**config.mk**
```make
export PLATFORM = sky130hd
export DESIGN_NAME = rom_loader
export DESIGN_NICKNAME = d
export VERILOG_FILES = /design/src/rtl/rom_loader_pkg.sv /design/src/rtl/rom_loader_decode.sv /design/src/rtl/rom_loader.sv
export SDC_FILE = /design/constraint.sdc
export NUM_CORES = 1
export LEC_CHECK = 0
export CORE_MARGIN = 4
export CORE_UTILIZATION = 49
export DETAILED_ROUTE_END_ITERATION = 6
export PLACE_DENSITY = 0.86
export SLEW_MARGIN = 30
export SYNTH_ARGS = -nofsm -noshare
export SYNTH_HDL_FRONTEND = slang
export SYNTH_SLANG_ARGS = --single-unit
```
**constraint.sdc**
```tcl
create_clock -name clk_sys -period 6.8 [get_ports clk_sys]
set_input_delay 1.02 -clock clk_sys [delete_from_list [all_inputs] [get_ports clk_sys]]
set_output_delay 1.02 -clock clk_sys [all_outputs]
set_load 0.02 [all_outputs]
```
**src/rtl/rom_loader_pkg.sv**
```systemverilog
// Shared types and helpers for the ROM download router.
package rom_loader_pkg;

    localparam int unsigned MAX_REGIONS = 8;
    localparam int unsigned MAX_AW      = 32;

    typedef enum logic [1:0] {
        StIdle,
        StLoad,
        StDrain,
        StHold
    } state_e;

    // Pull field i (aw bits wide) out of a zero-extended packed parameter vector.
    function automatic logic [MAX_AW-1:0] region_field(
        input logic [MAX_REGIONS*MAX_AW-1:0] vec,
        input int unsigned                   aw,
        input int unsigned                   i
    );
        logic [MAX_AW-1:0] r;
        r = '0;
        for (int unsigned b = 0; b < MAX_AW; b++) begin
            if (b < aw && (i * aw + b) < MAX_REGIONS * MAX_AW) begin
                r[b] = vec[i*aw+b];
            end
        end
        return r;
    endfunction

    function automatic logic [MAX_AW-1:0] region_base(
        input logic [MAX_REGIONS*MAX_AW-1:0] bases,
        input int unsigned                   aw,
        input int unsigned                   i
    );
        return region_field(bases, aw, i);
    endfunction

    function automatic logic [MAX_AW-1:0] region_size(
        input logic [MAX_REGIONS*MAX_AW-1:0] sizes,
        input int unsigned                   aw,
        input int unsigned                   i
    );
        return region_field(sizes, aw, i);
    endfunction

endpackage

```
**src/rtl/rom_loader_decode.sv**
```systemverilog
// Address-to-region priority decoder: lowest matching region wins.
module rom_loader_decode
    import rom_loader_pkg::*;
#(
    parameter int unsigned                     NUM_REGIONS = 4,
    parameter int unsigned                     ADDR_W      = 25,
    parameter int unsigned                     REGION_AW   = 14,
    parameter logic [NUM_REGIONS*ADDR_W-1:0]   REGION_BASE = '0,
    parameter logic [NUM_REGIONS*ADDR_W-1:0]   REGION_SIZE = '0
) (
    input  logic [ADDR_W-1:0]      addr_i,
    output logic                   hit_o,
    output logic [NUM_REGIONS-1:0] sel_o,
    output logic [REGION_AW-1:0]   offset_o
);

    localparam logic [MAX_REGIONS*MAX_AW-1:0] BaseVec = (MAX_REGIONS*MAX_AW)'(REGION_BASE);
    localparam logic [MAX_REGIONS*MAX_AW-1:0] SizeVec = (MAX_REGIONS*MAX_AW)'(REGION_SIZE);

    logic [NUM_REGIONS-1:0] in_range;
    logic [ADDR_W-1:0]      base_arr [NUM_REGIONS];
    logic [ADDR_W-1:0]      diff;

    for (genvar g = 0; g < NUM_REGIONS; g++) begin : g_region
        localparam logic [MAX_AW-1:0] Base = region_base(BaseVec, ADDR_W, g);
        localparam logic [MAX_AW-1:0] Size = region_size(SizeVec, ADDR_W, g);
        // One extra bit so base + size never wraps at the top of the address space.
        localparam logic [ADDR_W:0]   Lo   = (ADDR_W+1)'(Base);
        localparam logic [ADDR_W:0]   Hi   = Lo + (ADDR_W+1)'(Size);

        assign in_range[g] = ({1'b0, addr_i} >= Lo) && ({1'b0, addr_i} < Hi);
        assign base_arr[g] = Base[ADDR_W-1:0];
    end

    always_comb begin
        hit_o    = 1'b0;
        sel_o    = '0;
        offset_o = '0;
        diff     = '0;
        for (int i = NUM_REGIONS - 1; i >= 0; i--) begin
            if (in_range[i]) begin
                hit_o    = 1'b1;
                sel_o    = '0;
                sel_o[i] = 1'b1;
                diff     = addr_i - base_arr[i];
                offset_o = diff[REGION_AW-1:0];
            end
        end
    end

endmodule

```
**src/rtl/rom_loader.sv**
```systemverilog
// Routes HPS ioctl download bytes into per-region ROM/RAM targets and holds the core in reset.
module rom_loader
    import rom_loader_pkg::*;
#(
    parameter int unsigned                     INDEX       = 0,
    parameter int unsigned                     NUM_REGIONS = 4,
    parameter int unsigned                     ADDR_W      = 25,
    parameter int unsigned                     REGION_AW   = 14,
    parameter logic [NUM_REGIONS*ADDR_W-1:0]   REGION_BASE = '0,
    parameter logic [NUM_REGIONS*ADDR_W-1:0]   REGION_SIZE = {NUM_REGIONS{ADDR_W'(1 << REGION_AW)}},
    parameter int unsigned                     RESET_HOLD  = 16
) (
    input  logic                   clk_sys,
    input  logic                   reset,
    input  logic                   ioctl_download,
    input  logic [7:0]             ioctl_index,
    input  logic                   ioctl_wr,
    input  logic [ADDR_W-1:0]      ioctl_addr,
    input  logic [7:0]             ioctl_dout,
    output logic                   ioctl_wait,
    output logic [REGION_AW-1:0]   dn_addr,
    output logic [7:0]             dn_data,
    output logic [NUM_REGIONS-1:0] dn_wr,
    input  logic [NUM_REGIONS-1:0] dn_ready,
    output logic                   core_reset,
    output logic                   busy,
    output logic                   done,
    output logic                   error,
    output logic [ADDR_W-1:0]      byte_count,
    output logic [7:0]             checksum
);

    localparam int unsigned     HoldW    = (RESET_HOLD > 1) ? $clog2(RESET_HOLD) : 1;
    localparam logic [HoldW-1:0] HoldLast = HoldW'(RESET_HOLD - 1);

    state_e                 state_q;
    logic [NUM_REGIONS-1:0] dn_wr_q;
    logic [REGION_AW-1:0]   dn_addr_q;
    logic [7:0]             dn_data_q;
    logic [ADDR_W-1:0]      byte_count_q;
    logic [7:0]             checksum_q;
    logic                   error_q;
    logic                   done_q;
    logic [HoldW-1:0]       hold_cnt_q;

    logic                   active;
    logic                   buf_full;
    logic                   buf_free;
    logic                   accept;
    logic                   overrun;
    logic                   dec_hit;
    logic [NUM_REGIONS-1:0] dec_sel;
    logic [REGION_AW-1:0]   dec_offset;

    rom_loader_decode #(
        .NUM_REGIONS (NUM_REGIONS),
        .ADDR_W      (ADDR_W),
        .REGION_AW   (REGION_AW),
        .REGION_BASE (REGION_BASE),
        .REGION_SIZE (REGION_SIZE)
    ) u_decode (
        .addr_i   (ioctl_addr),
        .hit_o    (dec_hit),
        .sel_o    (dec_sel),
        .offset_o (dec_offset)
    );

    assign active   = ioctl_download && (ioctl_index == 8'(INDEX));
    assign buf_full = |dn_wr_q;
    assign buf_free = |(dn_wr_q & dn_ready);
    // A slot freeing this cycle can take a new byte at once (back-to-back write).
    assign accept   = ioctl_wr && active && (state_q == StLoad) && (!buf_full || buf_free);
    assign overrun  = ioctl_wr && active && (state_q == StLoad) && buf_full && !buf_free;

    always_ff @(posedge clk_sys) begin
        if (reset) begin
            state_q      <= StIdle;
            dn_wr_q      <= '0;
            dn_addr_q    <= '0;
            dn_data_q    <= '0;
            byte_count_q <= '0;
            checksum_q   <= '0;
            error_q      <= 1'b0;
            done_q       <= 1'b0;
            hold_cnt_q   <= '0;
        end else begin
            done_q <= 1'b0;
            if (buf_free) begin
                dn_wr_q <= '0;
            end
            if (accept) begin
                byte_count_q <= byte_count_q + ADDR_W'(1);
                checksum_q   <= checksum_q + ioctl_dout;
                if (dec_hit) begin
                    dn_wr_q   <= dec_sel;
                    dn_addr_q <= dec_offset;
                    dn_data_q <= ioctl_dout;
                end else begin
                    error_q <= 1'b1;
                end
            end
            if (overrun) begin
                error_q <= 1'b1;
            end

            unique case (state_q)
                StIdle: begin
                    if (active) begin
                        state_q      <= StLoad;
                        byte_count_q <= '0;
                        checksum_q   <= '0;
                        error_q      <= 1'b0;
                    end
                end
                StLoad: begin
                    if (!active) begin
                        if (buf_full && !buf_free) begin
                            state_q <= StDrain;
                        end else begin
                            state_q    <= StHold;
                            hold_cnt_q <= HoldLast;
                        end
                    end
                end
                StDrain: begin
                    if (active) begin
                        state_q <= StLoad;
                    end else if (buf_free) begin
                        state_q    <= StHold;
                        hold_cnt_q <= HoldLast;
                    end
                end
                StHold: begin
                    if (active) begin
                        state_q      <= StLoad;
                        byte_count_q <= '0;
                        checksum_q   <= '0;
                        error_q      <= 1'b0;
                    end else if (hold_cnt_q == '0) begin
                        state_q <= StIdle;
                        done_q  <= 1'b1;
                    end else begin
                        hold_cnt_q <= hold_cnt_q - HoldW'(1);
                    end
                end
                default: state_q <= StIdle;
            endcase
        end
    end

    assign ioctl_wait = buf_full && !buf_free;
    assign dn_wr      = dn_wr_q;
    assign dn_addr    = dn_addr_q;
    assign dn_data    = dn_data_q;
    assign busy       = (state_q != StIdle);
    assign core_reset = reset || busy;
    assign done       = done_q;
    assign error      = error_q;
    assign byte_count = byte_count_q;
    assign checksum   = checksum_q;

endmodule
```
==> results.yml, run 1 <==
run_status:
  status: "finished clean"
global_route:
  grt_pass1_vias: 3348
  grt_use_met2_pct: 41.5
  grt_max_degree: 35
  grt_util_all_layers_pct: 23.4
  grt.met1_usage_pct: 27.6
  top_usage_layer: "met2"
  grt_antenna_before_repair: 0
  grt_overflow: 0
  grtUsageMet3_pct: 5.08
  grt_pass1_wl_mm: 15.8
timing:
  setup_viol: 0
  relSlewSlack_pct: 47.3
  worstMarginPinSlew_ps: 790
  fin_crit_ps: 3990
  finalSetupTns_ps: 0
  period_share_pct: 58.6
  hold_violations: 0
  fin_skew_ps: 8.85
  rsz0062_at_grt: "no"
  final_max_slew_viol_count: 0
  max_freq_mhz: 251
yosys:
  synth_area_leaders: "dfxtp_1 40%, nand2_1 9.2%, a21oi_1 6.5%"
  synthAdderAreaFrac_pct: 5.86
  synthCells: 405
  synth-compound-area-share_pct: 15.3
  ys_seq_area_share_pct: 40.3
  syn-num-nets: 469
  synth_flop_cell: "dfxtp_1"
  synth_xor_xnor_area_share_pct: 3.16
  ys_seq_elements: 67
  synth_area_per_cell_um2: 8.22
  yosys.area.top_type: "dfxtp_1"
  synth_edf_count: 0
  synth.distinct_cells: 52
  syn_area_mm2: 0.00333
  yosys_warnings: 0
  synth_top_area_share_pct: 40.3
  muxShareOfSynthArea_pct: 1.50
  synth-simple-area-share_pct: 29.9
  async_reset_ff_share_pct: 0
  synth_top_family_by_area: "simple AND/OR/NAND/NOR gates"
worst_setup_path:
  ff2ff_setup_slack_ps: 3720
  worstSetupPathType: "input port to primary output"
  endpoint_kind: "primary output"
  start_kind: "input port"
  cp_max_fo: 11
  worstReg2RegEnd: "byte_count[14]"
  endpoint: "ioctl_wait"
  r2r_cells: 7
  timing.rr.start: "state_q[1]"
  crit_start: "dn_ready[0]"
  critPathArrivalTime_ps: 2970
  cp.required_ps: 5780
route:
  vias: 3458
  routedWlPerCell_um: 16.1
  antenna_left: 0
  wirelength_mm: 9.62
  remaining_drc_errors: 0
  drt_first_pass_iters: 4
  vias_per_cell: 5.80
  drtIter0Drc: 192
clock_network:
  cts_tree: "done"
  clock-sinks: 67
  ctsHoldBuffers: 0
  clkTransAtPathRegs_ps: 60
  post_cts_buffers: 0
  post_cts_resize_count: 0
  htreeDepth: 3
  clk_path_buf_depth: 2
  insertion_delay_ps: 350
  cts_buffers: 9
  root_buffer: "clkbuf_8"
power_and_ir_drop:
  power.leakage_nw: 1.69
  ir_drop_mv: 0.169
  power_mw: 0.903
  power_density_mw_per_mm2: 192
floorplanning:
  start_util_pct: 51.5
  die_area_mm2: 0.00817
  coreArea_mm2: 0.00646
  die_y_um: 90.4
  io_pins: 113
  die_width_um: 90.4
  rows: 29
placement:
  gp_congestion: 0.840
  dp.cells: 582
  dpl.hpwl_mm: 7.25
  io_buffer_count: 112
final_layout:
  final_layout_size_suffix_gt1_share_pct: 5.97
  fin_cells: 596
  nFillCells: 497
  syn2layout_area_growth_pct: 41.2
  nets: 580
  n_antenna_cell: 0
worst_hold_path:
  hold_class: "register to register"
job:
  drv_cap: 0
-- worst max-delay path: stages --
cell,delay [ps]
clkdlybuf4s50_1,410
a22oi_1,470
nand3_4,210
inv_2,220
clkdlybuf4s50_1,630
-- cell usage after synthesis, types with 5 or more instances --
master	number
nand2_1	82
a21oi_1	43
clkbuf_1	6
nor4_1	6
o21ai_0	7
or2_2	6
buf_2	9
nand4_1	12
nor3_1	9
dfxtp_1	67
mux2i_1	5
or3_1	9
xnor2_1	8
nor2_1	17
or4_1	5
inv_1	16
nand3_1	16
ha_1	14
and4_1	6
-- worst min-delay path by stage --
stage / start / cells past startpoint / slack [ps] / endpoint
after floorplan: hold_cnt_q[1] / 2 / 450 / hold_cnt_q[1]
after global placement: error / 2 / 430 / error
after detailed placement: error / 2 / 450 / error
after CTS: error / 2 / 450 / error
after global routing: dn_addr[3] / 2 / 470 / dn_addr[3]
final: error / 2 / 450 / error
-- through the flow --
stage          area [um2]  hold slack (ps)  util [%]  worst slack (ps)
3_3_place_gp         4520              434      69.9              2880
6_report             4700              453      72.8              2810
2_1_floorplan        3330              449         -              3920
5_1_grt              4700              470      72.8              2720
3_5_place_dp         4520              445      69.9              2820
4_1_cts              4700              454      72.8              2820
-- cells by family (layout without fill, tap and decap cells) --
kind of cell,after synthesis,after routing
AO/OA/AOI/OAI,82,82
adder cells (fa/ha/maj),15,15
AND/OR/NAND/NOR,192,192
multiplexers,5,5
buffers and inverters,32,146
flip-flops,67,67
XOR/XNOR,12,12
-- cells in the final DEF, fill, tap and decap left out, types with 6 or more instances in the layout --
cell and count:
clkdlybuf4s50_1 112, nand2_1 82, dfxtp_1 67, a21oi_1 43, nor2_1 17, inv_1 16
nand3_1 16, ha_1 14, nand4_1 12, clkbuf_8 10, or3_1 9, nor3_1 8
xnor2_1 8, o21ai_0 7, or2_2 6, and4_1 6, nor4_1 6
-- cell type report --
cell class	count	area (um2)	area share, %
inverter	17	63.8	1.36
multi-input combinational	306	1870	39.8
tap	77	96.3	2.05
sequential	67	1340	28.5
timing repair buffer	115	1140	24.3
clock inverter	2	37.5	0.799
clock buffer	12	145	3.09
-- power by group --
part           switching, mW  internal (mW)
clock                  0.150          0.176
combinational         0.0817         0.0797
sequential            0.0112          0.405
total                  0.243          0.661
-- state kept, by name (all words and copies together) (netlist names) --
signal      count
checksum        8
dn_addr        14
dn_data         8
dn_wr           4
state_q         2
hold_cnt_q      4
done            1
error           1
byte_count     25
-- layer usage --
layer  part of all wire, %  wire (um)
met5                     0          0
met3                   5.5        528
met1                    41       3960
met4                   1.9        179
met2                    51       4950
Note: power is estimated with default switching activity, not from simulation.
==> run 2: changes to the inputs <==
--- a/config.mk
+++ b/config.mk
@@ -6,9 +6,9 @@
 export NUM_CORES = 1
 export LEC_CHECK = 0
 export CORE_MARGIN = 4
-export CORE_UTILIZATION = 49
+export CORE_UTILIZATION = 46
 export DETAILED_ROUTE_END_ITERATION = 6
-export PLACE_DENSITY = 0.86
+export PLACE_DENSITY = 0.82
 export SLEW_MARGIN = 30
 export SYNTH_ARGS = -nofsm -noshare
 export SYNTH_HDL_FRONTEND = slang
==> constraint.sdc (replaced) <==
create_clock -name clk_sys -period 4.11 [get_ports clk_sys]
set_input_delay 0.6165 -clock clk_sys [delete_from_list [all_inputs] [get_ports clk_sys]]
set_output_delay 0.6165 -clock clk_sys [all_outputs]
set_load 0.02 [all_outputs]
==> results.yml, run 2 (synthesis results as in run 1) <==
final_layout:
  nets: 580
  final_common_cell: "clkdlybuf4s50_1"
  final_layout_size_suffix_gt1_share_pct: 6.53
  regArea_mm2: 0.00134
  multi_input_area_mm2: 0.00187
  n_antenna_cell: 0
  largest_reg_flops: 25
  nFillCells: 576
  final_cell_mix: "112 x clkdlybuf4s50_1, 82 x nand2_1, 67 x dfxtp_1"
  fin_cells: 617
  syn2layout_area_growth_pct: 43.0
worst_setup_path:
  critPathArrivalTime_ps: 2590
  cp_max_fo: 11
  crit_chain: "clkdlybuf4s50_1 -> a22oi_1 -> nand3_4 -> inv_2 -> clkdlybuf4s50_1"
  max_stage_delay_ps: 640
  cp.required_ps: 3490
  slowest_stage: "clkdlybuf4s50_1"
  start_kind: "input port"
  endpoint_kind: "primary output"
  crit_path_frequent_cell: "clkdlybuf4s50_1"
  worstSetupPathType: "input port to primary output"
clock_network:
  root_buffer: "clkbuf_8"
  ctsHoldBuffers: 0
  clk_path_buf_depth: 2
  htreeDepth: 3
  post_cts_resize_count: 0
  post_cts_buffers: 0
  cts_buffers: 9
  cts_tree: "done"
  clock-sinks: 67
  insertion_delay_ps: 340
  clkTransAtPathRegs_ps: 70
timing:
  rsz0062_at_grt: "no"
  period_share_pct: 78.0
  fin_crit_ps: 3200
  final_max_slew_viol_count: 0
  finalSetupTns_ps: 0
  fin_skew_ps: 12.8
  setup_viol: 0
  max_freq_mhz: 312
  hold_violations: 0
  worstMarginPinSlew_ps: 832
  relSlewSlack_pct: 44.5
route:
  antenna_left: 0
  remaining_drc_errors: 0
  vias_per_cell: 5.50
  wirelength_mm: 9.45
  drtIter0Drc: 212
  vias: 3395
  drt_first_pass_iters: 5
  routedWlPerCell_um: 15.3
power_and_ir_drop:
  power_density_mw_per_mm2: 328
  power.leakage_nw: 1.70
  ir_drop_mv: 0.228
floorplanning:
  rows: 30
  die_y_um: 93.1
  io_pins: 113
  die_area_mm2: 0.00866
  coreArea_mm2: 0.00691
  die_width_um: 93.1
  start_util_pct: 48.2
global_route:
  grt_max_degree: 35
  grt_pass1_wl_mm: 15.6
  grt_antenna_before_repair: 0
  grt_overflow: 0
  grt_pass1_vias: 3316
  grt_util_all_layers_pct: 22.2
run_status:
  status: "finished clean"
placement:
  dpl.hpwl_mm: 7.04
  gp_congestion: 0.815
  io_buffer_count: 112
  dp.cells: 601
job:
  drv_cap: 0
worst_hold_path:
  hold_class: "register to register"
-- run 2: changes by cell type in the layout (fill, tap and decap cells not counted) --
cell / previous run / this run
clkbuf_8: 10 / 9
bufinv_16: 1 / 2
clkinv_2: 0 / 1
clkinv_4: 0 / 2
clkbuf_1: 2 / 1
-- run 2: area by class of cell --
cell class | instances | share of cell area, %
Clock buffer | 10 | 2.68
Clock inverter | 6 | 1.89
Inverter | 17 | 1.34
Multi-Input combinational cell | 306 | 39.3
Sequential cell | 67 | 28.2
Tap cell | 96 | 2.52
Timing Repair Buffer | 115 | 24.0
-- run 2: path summary, 6_finish.rpt --
path	end	start	slack, ps	cells past startpoint
worst max-delay path	ioctl_wait	dn_ready[0]	910	5
worst min-delay path	dn_addr[6]	dn_addr[6]	450	2
worst max register to register	byte_count[14]	state_q[1]	1030	7
worst min register to register	dn_addr[6]	dn_addr[6]	450	2
-- run 2: where the power goes --
part / internal (mW) / leakage (nW) / switching (mW)
clock: 0.343 / 0.106 / 0.259
combinational: 0.132 / 1.06 / 0.138
sequential: 0.670 / 0.540 / 0.0179
total: 1.15 / 1.70 / 0.415
-- run 2: routing by layer --
layer,GRT usage (%),vias to the layer above,wire (um)
met5,0,-,0
met4,7.81,0,187
met3,5.71,17,683
met2,37.4,131,4590
met1,27.4,1569,3990
li1,-,1678,-
-- run 2: worst max-delay path: cells and delay by family --
family	cells	cell delay (ps)
buffers and inverters	3	1280
and+or+nand+nor	1	200
AOI/OAI and AO/OA	1	480
-- run 2: per-stage QoR --
step | utilization (%) | hold slack, ps | setup slack (ps) | cell area [um2] | total power [mW]
floorplan | - | 449 | 1770 | 3330 | 0.854
finish | 68.9 | 451 | 906 | 4760 | 1.56
detailed placement | 65.7 | 444 | 729 | 4540 | 0.963
global route | 68.9 | 473 | 725 | 4760 | 1.63
CTS | 68.9 | 455 | 914 | 4760 | 1.57
global placement | 65.7 | 438 | 915 | 4540 | 0.955
